File: config.mk
export PLATFORM = sky130hd
export DESIGN_NAME = ram_port_arbiter_flat
export DESIGN_NICKNAME = d
export VERILOG_FILES = /design/src/rtl/ram_port_arbiter_pkg.sv /design/src/rtl/ram_port_arbiter_if.sv /design/src/rtl/ram_rr_arbiter.sv /design/src/rtl/ram_port_arbiter.sv /design/src/flat_wrapper.sv
export SDC_FILE = /design/constraint.sdc
export NUM_CORES = 1
export LEC_CHECK = 0
export CORE_ASPECT_RATIO = 0.7
export CORE_UTILIZATION = 40
export DETAILED_ROUTE_END_ITERATION = 8
export GPL_ROUTABILITY_DRIVEN = 0
export MAX_ROUTING_LAYER = met4
export PLACE_DENSITY_LB_ADDON = 0.1
export SETUP_SLACK_MARGIN = 0.1
export SYNTH_ARGS = -nofsm -noshare
export SYNTH_HDL_FRONTEND = slang
export SYNTH_SLANG_ARGS = --single-unit
File: constraint.sdc
create_clock -name clk -period 1.82 [get_ports clk]
set_input_delay 0.182 -clock clk [delete_from_list [all_inputs] [get_ports clk]]
set_output_delay 0.182 -clock clk [all_outputs]
set_load 0.1 [all_outputs]
File: src/rtl/ram_port_arbiter_pkg.sv
// Shared definitions for the RAM port arbiter: grant encoding and read-return latency.
package ram_port_arbiter_pkg;

  typedef enum logic {
    GNT_WR = 1'b0,
    GNT_RD = 1'b1
  } gnt_t;

  // Read accept to rdata_valid, in clock cycles.
  localparam int unsigned RD_LAT = 3;

endpackage

File: src/rtl/ram_port_arbiter_if.sv
// Request/response and RAM-side signal bundle for ram_port_arbiter.
interface ram_port_arbiter_if #(
  parameter int DATA_WIDTH = 8,
  parameter int ADDR_WIDTH = 4
);
  logic                  wr_valid;
  logic                  wr_ready;
  logic [ADDR_WIDTH-1:0] wr_addr;
  logic [DATA_WIDTH-1:0] wr_data;
  logic                  rd_valid;
  logic                  rd_ready;
  logic [ADDR_WIDTH-1:0] rd_addr;
  logic                  rdata_valid;
  logic [DATA_WIDTH-1:0] rdata;
  logic                  ram_we;
  logic                  ram_re;
  logic [ADDR_WIDTH-1:0] ram_addr;
  logic [DATA_WIDTH-1:0] ram_wdata;
  logic [DATA_WIDTH-1:0] ram_rdata;

  modport slave (
    input  wr_valid, wr_addr, wr_data, rd_valid, rd_addr, ram_rdata,
    output wr_ready, rd_ready, rdata_valid, rdata,
           ram_we, ram_re, ram_addr, ram_wdata
  );

  modport master (
    output wr_valid, wr_addr, wr_data, rd_valid, rd_addr, ram_rdata,
    input  wr_ready, rd_ready, rdata_valid, rdata,
           ram_we, ram_re, ram_addr, ram_wdata
  );
endinterface

File: src/rtl/ram_rr_arbiter.sv
// 2-way write/read grant with last-grant state; fixed write priority when
// RAM_ARB_WR_PRIORITY_EN is defined.
module ram_rr_arbiter
  import ram_port_arbiter_pkg::*;
(
  input  logic clk,
  input  logic rst,
  input  logic i_wr_valid,
  input  logic i_rd_valid,
  output logic o_wr_gnt,
  output logic o_rd_gnt
);

  logic w_wr_gnt;
  logic w_rd_gnt;

`ifdef RAM_ARB_WR_PRIORITY_EN
  always_comb begin
    w_wr_gnt = 1'b0;
    w_rd_gnt = 1'b0;
    if (!rst) begin
      w_wr_gnt = i_wr_valid;
      w_rd_gnt = i_rd_valid && !i_wr_valid;
    end
  end
`else
  gnt_t r_last;

  // Contention goes to whichever channel did not win the previous handshake.
  always_comb begin
    w_wr_gnt = 1'b0;
    w_rd_gnt = 1'b0;
    if (!rst) begin
      if (i_wr_valid && i_rd_valid) begin
        w_wr_gnt = (r_last == GNT_RD);
        w_rd_gnt = (r_last == GNT_WR);
      end else begin
        w_wr_gnt = i_wr_valid;
        w_rd_gnt = i_rd_valid;
      end
    end
  end

  always_ff @(posedge clk) begin
    if (rst) begin
      r_last <= GNT_RD;
    end else if (w_wr_gnt) begin
      r_last <= GNT_WR;
    end else if (w_rd_gnt) begin
      r_last <= GNT_RD;
    end
  end
`endif

  assign o_wr_gnt = w_wr_gnt;
  assign o_rd_gnt = w_rd_gnt;

endmodule

File: src/rtl/ram_port_arbiter.sv
// Write/read request front-end for a single-port synchronous RAM.
// Define RAM_ARB_WR_PRIORITY_EN for fixed write priority instead of round-robin.
module ram_port_arbiter #(
  parameter int DATA_WIDTH = 8,
  parameter int ADDR_WIDTH = 4
) (
  input  logic                clk,
  input  logic                rst,
  ram_port_arbiter_if.slave   bus
);

  logic                  w_wr_gnt;
  logic                  w_rd_gnt;
  logic                  w_wr_acc;
  logic                  w_rd_acc;

  logic                  r_we;
  logic                  r_re;
  logic                  r_re_d;
  logic                  r_rdata_valid;
  logic [ADDR_WIDTH-1:0] r_addr;
  logic [DATA_WIDTH-1:0] r_wdata;
  logic [DATA_WIDTH-1:0] r_rdata;

  ram_rr_arbiter u_arb (
    .clk        (clk),
    .rst        (rst),
    .i_wr_valid (bus.wr_valid),
    .i_rd_valid (bus.rd_valid),
    .o_wr_gnt   (w_wr_gnt),
    .o_rd_gnt   (w_rd_gnt)
  );

  assign w_wr_acc = bus.wr_valid && w_wr_gnt;
  assign w_rd_acc = bus.rd_valid && w_rd_gnt;

  // Command register; address and write data hold whenever nothing is accepted.
  always_ff @(posedge clk) begin
    if (rst) begin
      r_we    <= 1'b0;
      r_re    <= 1'b0;
      r_addr  <= '0;
      r_wdata <= '0;
    end else begin
      r_we <= w_wr_acc;
      r_re <= w_rd_acc;
      if (w_wr_acc) begin
        r_addr  <= bus.wr_addr;
        r_wdata <= bus.wr_data;
      end else if (w_rd_acc) begin
        r_addr  <= bus.rd_addr;
      end
    end
  end

  // Read return: RAM data is valid the cycle after ram_re and registered once.
  always_ff @(posedge clk) begin
    if (rst) begin
      r_re_d        <= 1'b0;
      r_rdata_valid <= 1'b0;
      r_rdata       <= '0;
    end else begin
      r_re_d        <= r_re;
      r_rdata_valid <= r_re_d;
      if (r_re_d) begin
        r_rdata <= bus.ram_rdata;
      end
    end
  end

  assign bus.wr_ready    = w_wr_gnt;
  assign bus.rd_ready    = w_rd_gnt;
  assign bus.ram_we      = r_we;
  assign bus.ram_re      = r_re;
  assign bus.ram_addr    = r_addr;
  assign bus.ram_wdata   = r_wdata;
  assign bus.rdata_valid = r_rdata_valid;
  assign bus.rdata       = r_rdata;

endmodule

File: src/flat_wrapper.sv
// flat-port wrapper written by rule: the top's interface ports become plain ports
module ram_port_arbiter_flat 
#(
  parameter int DATA_WIDTH = 8,
  parameter int ADDR_WIDTH = 4
)
  (clk, rst, bus_wr_valid, bus_wr_addr, bus_wr_data, bus_rd_valid, bus_rd_addr, bus_ram_rdata, bus_wr_ready, bus_rd_ready, bus_rdata_valid, bus_rdata, bus_ram_we, bus_ram_re, bus_ram_addr, bus_ram_wdata);
  ram_port_arbiter_if #(.DATA_WIDTH(DATA_WIDTH), .ADDR_WIDTH(ADDR_WIDTH)) bus_i ();
  input  logic clk;
  input  logic rst;
  input wire logic [$bits(bus_i.wr_valid)-1:0] bus_wr_valid;
  input wire logic [$bits(bus_i.wr_addr)-1:0] bus_wr_addr;
  input wire logic [$bits(bus_i.wr_data)-1:0] bus_wr_data;
  input wire logic [$bits(bus_i.rd_valid)-1:0] bus_rd_valid;
  input wire logic [$bits(bus_i.rd_addr)-1:0] bus_rd_addr;
  input wire logic [$bits(bus_i.ram_rdata)-1:0] bus_ram_rdata;
  output wire logic [$bits(bus_i.wr_ready)-1:0] bus_wr_ready;
  output wire logic [$bits(bus_i.rd_ready)-1:0] bus_rd_ready;
  output wire logic [$bits(bus_i.rdata_valid)-1:0] bus_rdata_valid;
  output wire logic [$bits(bus_i.rdata)-1:0] bus_rdata;
  output wire logic [$bits(bus_i.ram_we)-1:0] bus_ram_we;
  output wire logic [$bits(bus_i.ram_re)-1:0] bus_ram_re;
  output wire logic [$bits(bus_i.ram_addr)-1:0] bus_ram_addr;
  output wire logic [$bits(bus_i.ram_wdata)-1:0] bus_ram_wdata;
  assign bus_i.wr_valid = bus_wr_valid;
  assign bus_i.wr_addr = bus_wr_addr;
  assign bus_i.wr_data = bus_wr_data;
  assign bus_i.rd_valid = bus_rd_valid;
  assign bus_i.rd_addr = bus_rd_addr;
  assign bus_i.ram_rdata = bus_ram_rdata;
  assign bus_wr_ready = bus_i.wr_ready;
  assign bus_rd_ready = bus_i.rd_ready;
  assign bus_rdata_valid = bus_i.rdata_valid;
  assign bus_rdata = bus_i.rdata;
  assign bus_ram_we = bus_i.ram_we;
  assign bus_ram_re = bus_i.ram_re;
  assign bus_ram_addr = bus_i.ram_addr;
  assign bus_ram_wdata = bus_i.ram_wdata;
  ram_port_arbiter #(.DATA_WIDTH(DATA_WIDTH), .ADDR_WIDTH(ADDR_WIDTH)) u_core (.clk(clk), .rst(rst), .bus(bus_i));
endmodule
==> out/results.ini <==
[critical_path]
cp.arrival_ps = 1440
end_kind = output pin
critPathKind = flop to output pin
path_buf_inv = 3
crit_family = buffers and inverters
critPathLaunchType = flop
required_ps = 1640
slowest_stage = dfxtp_2
cp_num_cells = 5
rr_worst_depth = 5
slowest_delay_ps = 440
path_cells = nand2b_1 > nand3b_1 > buf_4 > inv_6 > buf_12
worstPathMaxFanout = 10

[cts]
cts_buffer_depth = 2
htreeDepth = 1
cts_tree = yes
clkTransAtPathRegs_ps = 140
holdBufCountCts = 0
cts_root_buf = clkbuf_4
cts_sinks = 25
cts_buffers = 3
clock_latency_ps = 320

[status]
status = finished, final reports clean

[logic_synthesis]
synth_flop_cell = dfxtp_1
yosys_warnings = 0
ys_ff_latch = 25
yosysMostFrequentCell = dfxtp_1
synth_edf_count = 0
ys_seq_area_share_pct = 52.8
yosysUniqueCellTypes = 17
syn_inst = 86
syn_nets = 114
yosysTopAreaCellShare_pct = 52.8
netlist_top_cells_count = dfxtp_1, nor2b_1, mux2_2, mux2i_1, nor2_1
synthesis.area_um2 = 948
synthArstFlopShare_pct = 0
synthTopCellsByArea = dfxtp_1, mux2_2, mux2i_1
synth_top_area_cell = dfxtp_1
syn_avg_cell_area_um2 = 11.0

[timing]
max_freq_mhz = 616
slew_violations = 0
setup-violations-final = 0
rsz0062_at_grt = no
tns_ps = 0
fin_crit_sh_pct = 89.1
slew_headroom_pct = 67.5
finalCriticalPeriod_ps = 1620
tightest_slew_ps = 487
final.setup_skew_ps = 11.4
hold_viol_final = 0

[routing]
drcViolationCount = 0
drt_iter0_drc = 5
viasPerCell = 4.67
wl_per_cell_um = 12.4
antenna_left = 0
drtPass1Iterations = 4
wl_um = 2130
vias = 804

[die]
ios = 53
fp.dieH_um = 42.7
fp.coreArea_mm2 = 0.00219
start_util_pct = 43.3
fp.dieArea_mm2 = 0.00257
row_count = 14
die_width_um = 60.2

[place]
port_buffers = 52
dpl-instance-area_mm2 = 0.00148
dp_hpwl_um = 1610

[power_and_ir_drop]
irDropWorstVdd_mv = 0.529
power.leakage_uw = 0.000646
total_power_uw = 1270
pwr_density_cell_mw_per_mm2 = 844

[cells_and_area]
antenna_cells = 0
seq_area_um2 = 502
final_layout_size_suffix_gt1_share_pct = 30.7
multi_input_area_um2 = 399
area_growth_pct = 58.7
fillers = 174
fin_area_mm2 = 0.00151
nNetsFinal = 169

[global_route]
grt_pass1_vias = 763
grtUsageTotal_pct = 18.0
grt_max_degree = 18
antenna_found_initial = 0
grt_pass1_wl_um = 3330
globalRoute.totalOverflow = 0

[hold_path]
hp-class = primary input to flop
worstHoldPathCells = 2

[job]
maxCapViolations = 0

==> path summary, 6_finish.rpt <==
check,start,end,slack (ps)
hold reg to reg,u_core.bus.ram_re,u_core.r_re_d,460
setup / recovery,u_core.u_arb.r_last,bus_wr_ready,200
setup reg to reg,u_core.u_arb.r_last,u_core.bus.ram_addr[2],480
hold / removal,bus_wr_data[4],u_core.bus.ram_wdata[4],460
==> stage by stage <==
| step | hold WS, ps | setup WS (ps) | util [%] | instances |
|---|---|---|---|---|
| floorplan | 322 | 283 | - | 86 |
| global placement | 452 | 215 | 67.4 | 168 |
| detailed placement | 456 | 151 | 67.4 | 168 |
| CTS | 447 | 187 | 68.7 | 172 |
| global route | 440 | 119 | 68.7 | 172 |
| finish | 456 | 198 | 68.7 | 172 |
==> per-layer routing <==
layer	vias up	share of wire, %	routed length (um)	GRT usage [%]
met5	-	0	0	-
met4	0	0.47	10	4.19
met3	2	8.6	184	6.10
met2	33	47	993	29.7
met1	366	44	942	21.1
li1	403	-	-	-
==> logic make-up (layout without fill, tap and decap cells) <==
family / count (synthesis) / after routing / synth area share, %
compound gates: 10 / 10 / 9.50
buf+inv: 12 / 66 / 6.46
flops: 25 / 25 / 52.8
mux: 16 / 16 / 17.9
simple gates: 23 / 23 / 13.3
==> timing repair <==
item                                    4_1_cts  5_1_grt
resized for setup                             1        0
endpoints found under the setup margin        1        0
buffers inserted                              0        0
==> cells in the final DEF (no fill, tap or decap) <==
| cell type | count |
|---|---|
| dfxtp_1 | 24 |
| nand2b_1 | 1 |
| nor2_1 | 8 |
| buf_12 | 2 |
| mux2_2 | 8 |
| a211oi_4 | 1 |
| clkdlybuf4s50_1 | 27 |
| nor2b_1 | 10 |
| inv_1 | 6 |
| or2b_1 | 1 |
| a2111oi_0 | 4 |
| nand3b_1 | 2 |
| mux2i_1 | 8 |
| clkinv_2 | 1 |
| a221o_1 | 4 |
| nor3_1 | 1 |
| a211oi_1 | 1 |
| clkbuf_4 | 3 |
| inv_6 | 1 |
| dfxtp_2 | 1 |
| buf_4 | 26 |
==> worst register-to-register path, delay by kind of cell, from the launching register on <==
family                 cells  cell delay [ps]
AOI/OAI and AO/OA          1              330
buffers and inverters      2              270
DFF                        1              390
and+or+nand+nor            2              250
==> flip-flops by register name, summed over array words and instances, names as in the netlist <==
signal,flops
u_core.bus.rdata_valid,1
u_core.u_arb.r_last,1
u_core.bus.ram_re,1
u_core.r_re_d,1
u_core.bus.ram_wdata,8
u_core.bus.ram_we,1
u_core.bus.rdata,8
u_core.bus.ram_addr,4
==> cell type report <==
| class | count | share of cell area, % |
|---|---|---|
| multi-input cells | 49 | 26.5 |
| clock buffers | 3 | 1.50 |
| well taps | 32 | 2.66 |
| flip-flops and latches | 25 | 33.3 |
| repair buffers | 55 | 33.6 |
| clock inverters | 1 | 0.333 |
| inverters | 7 | 2.08 |
==> power by group <==
part | total, uW | switching [uW] | internal (uW) | leakage, uW
logic | 425 | 287 | 138 | 0.000423
clock network | 244 | 162 | 82.2 | 0.0000177
registers | 601 | 21.2 | 580 | 0.000205
total | 1270 | 470 | 799 | 0.000646
(Power assumes the default switching activity.)
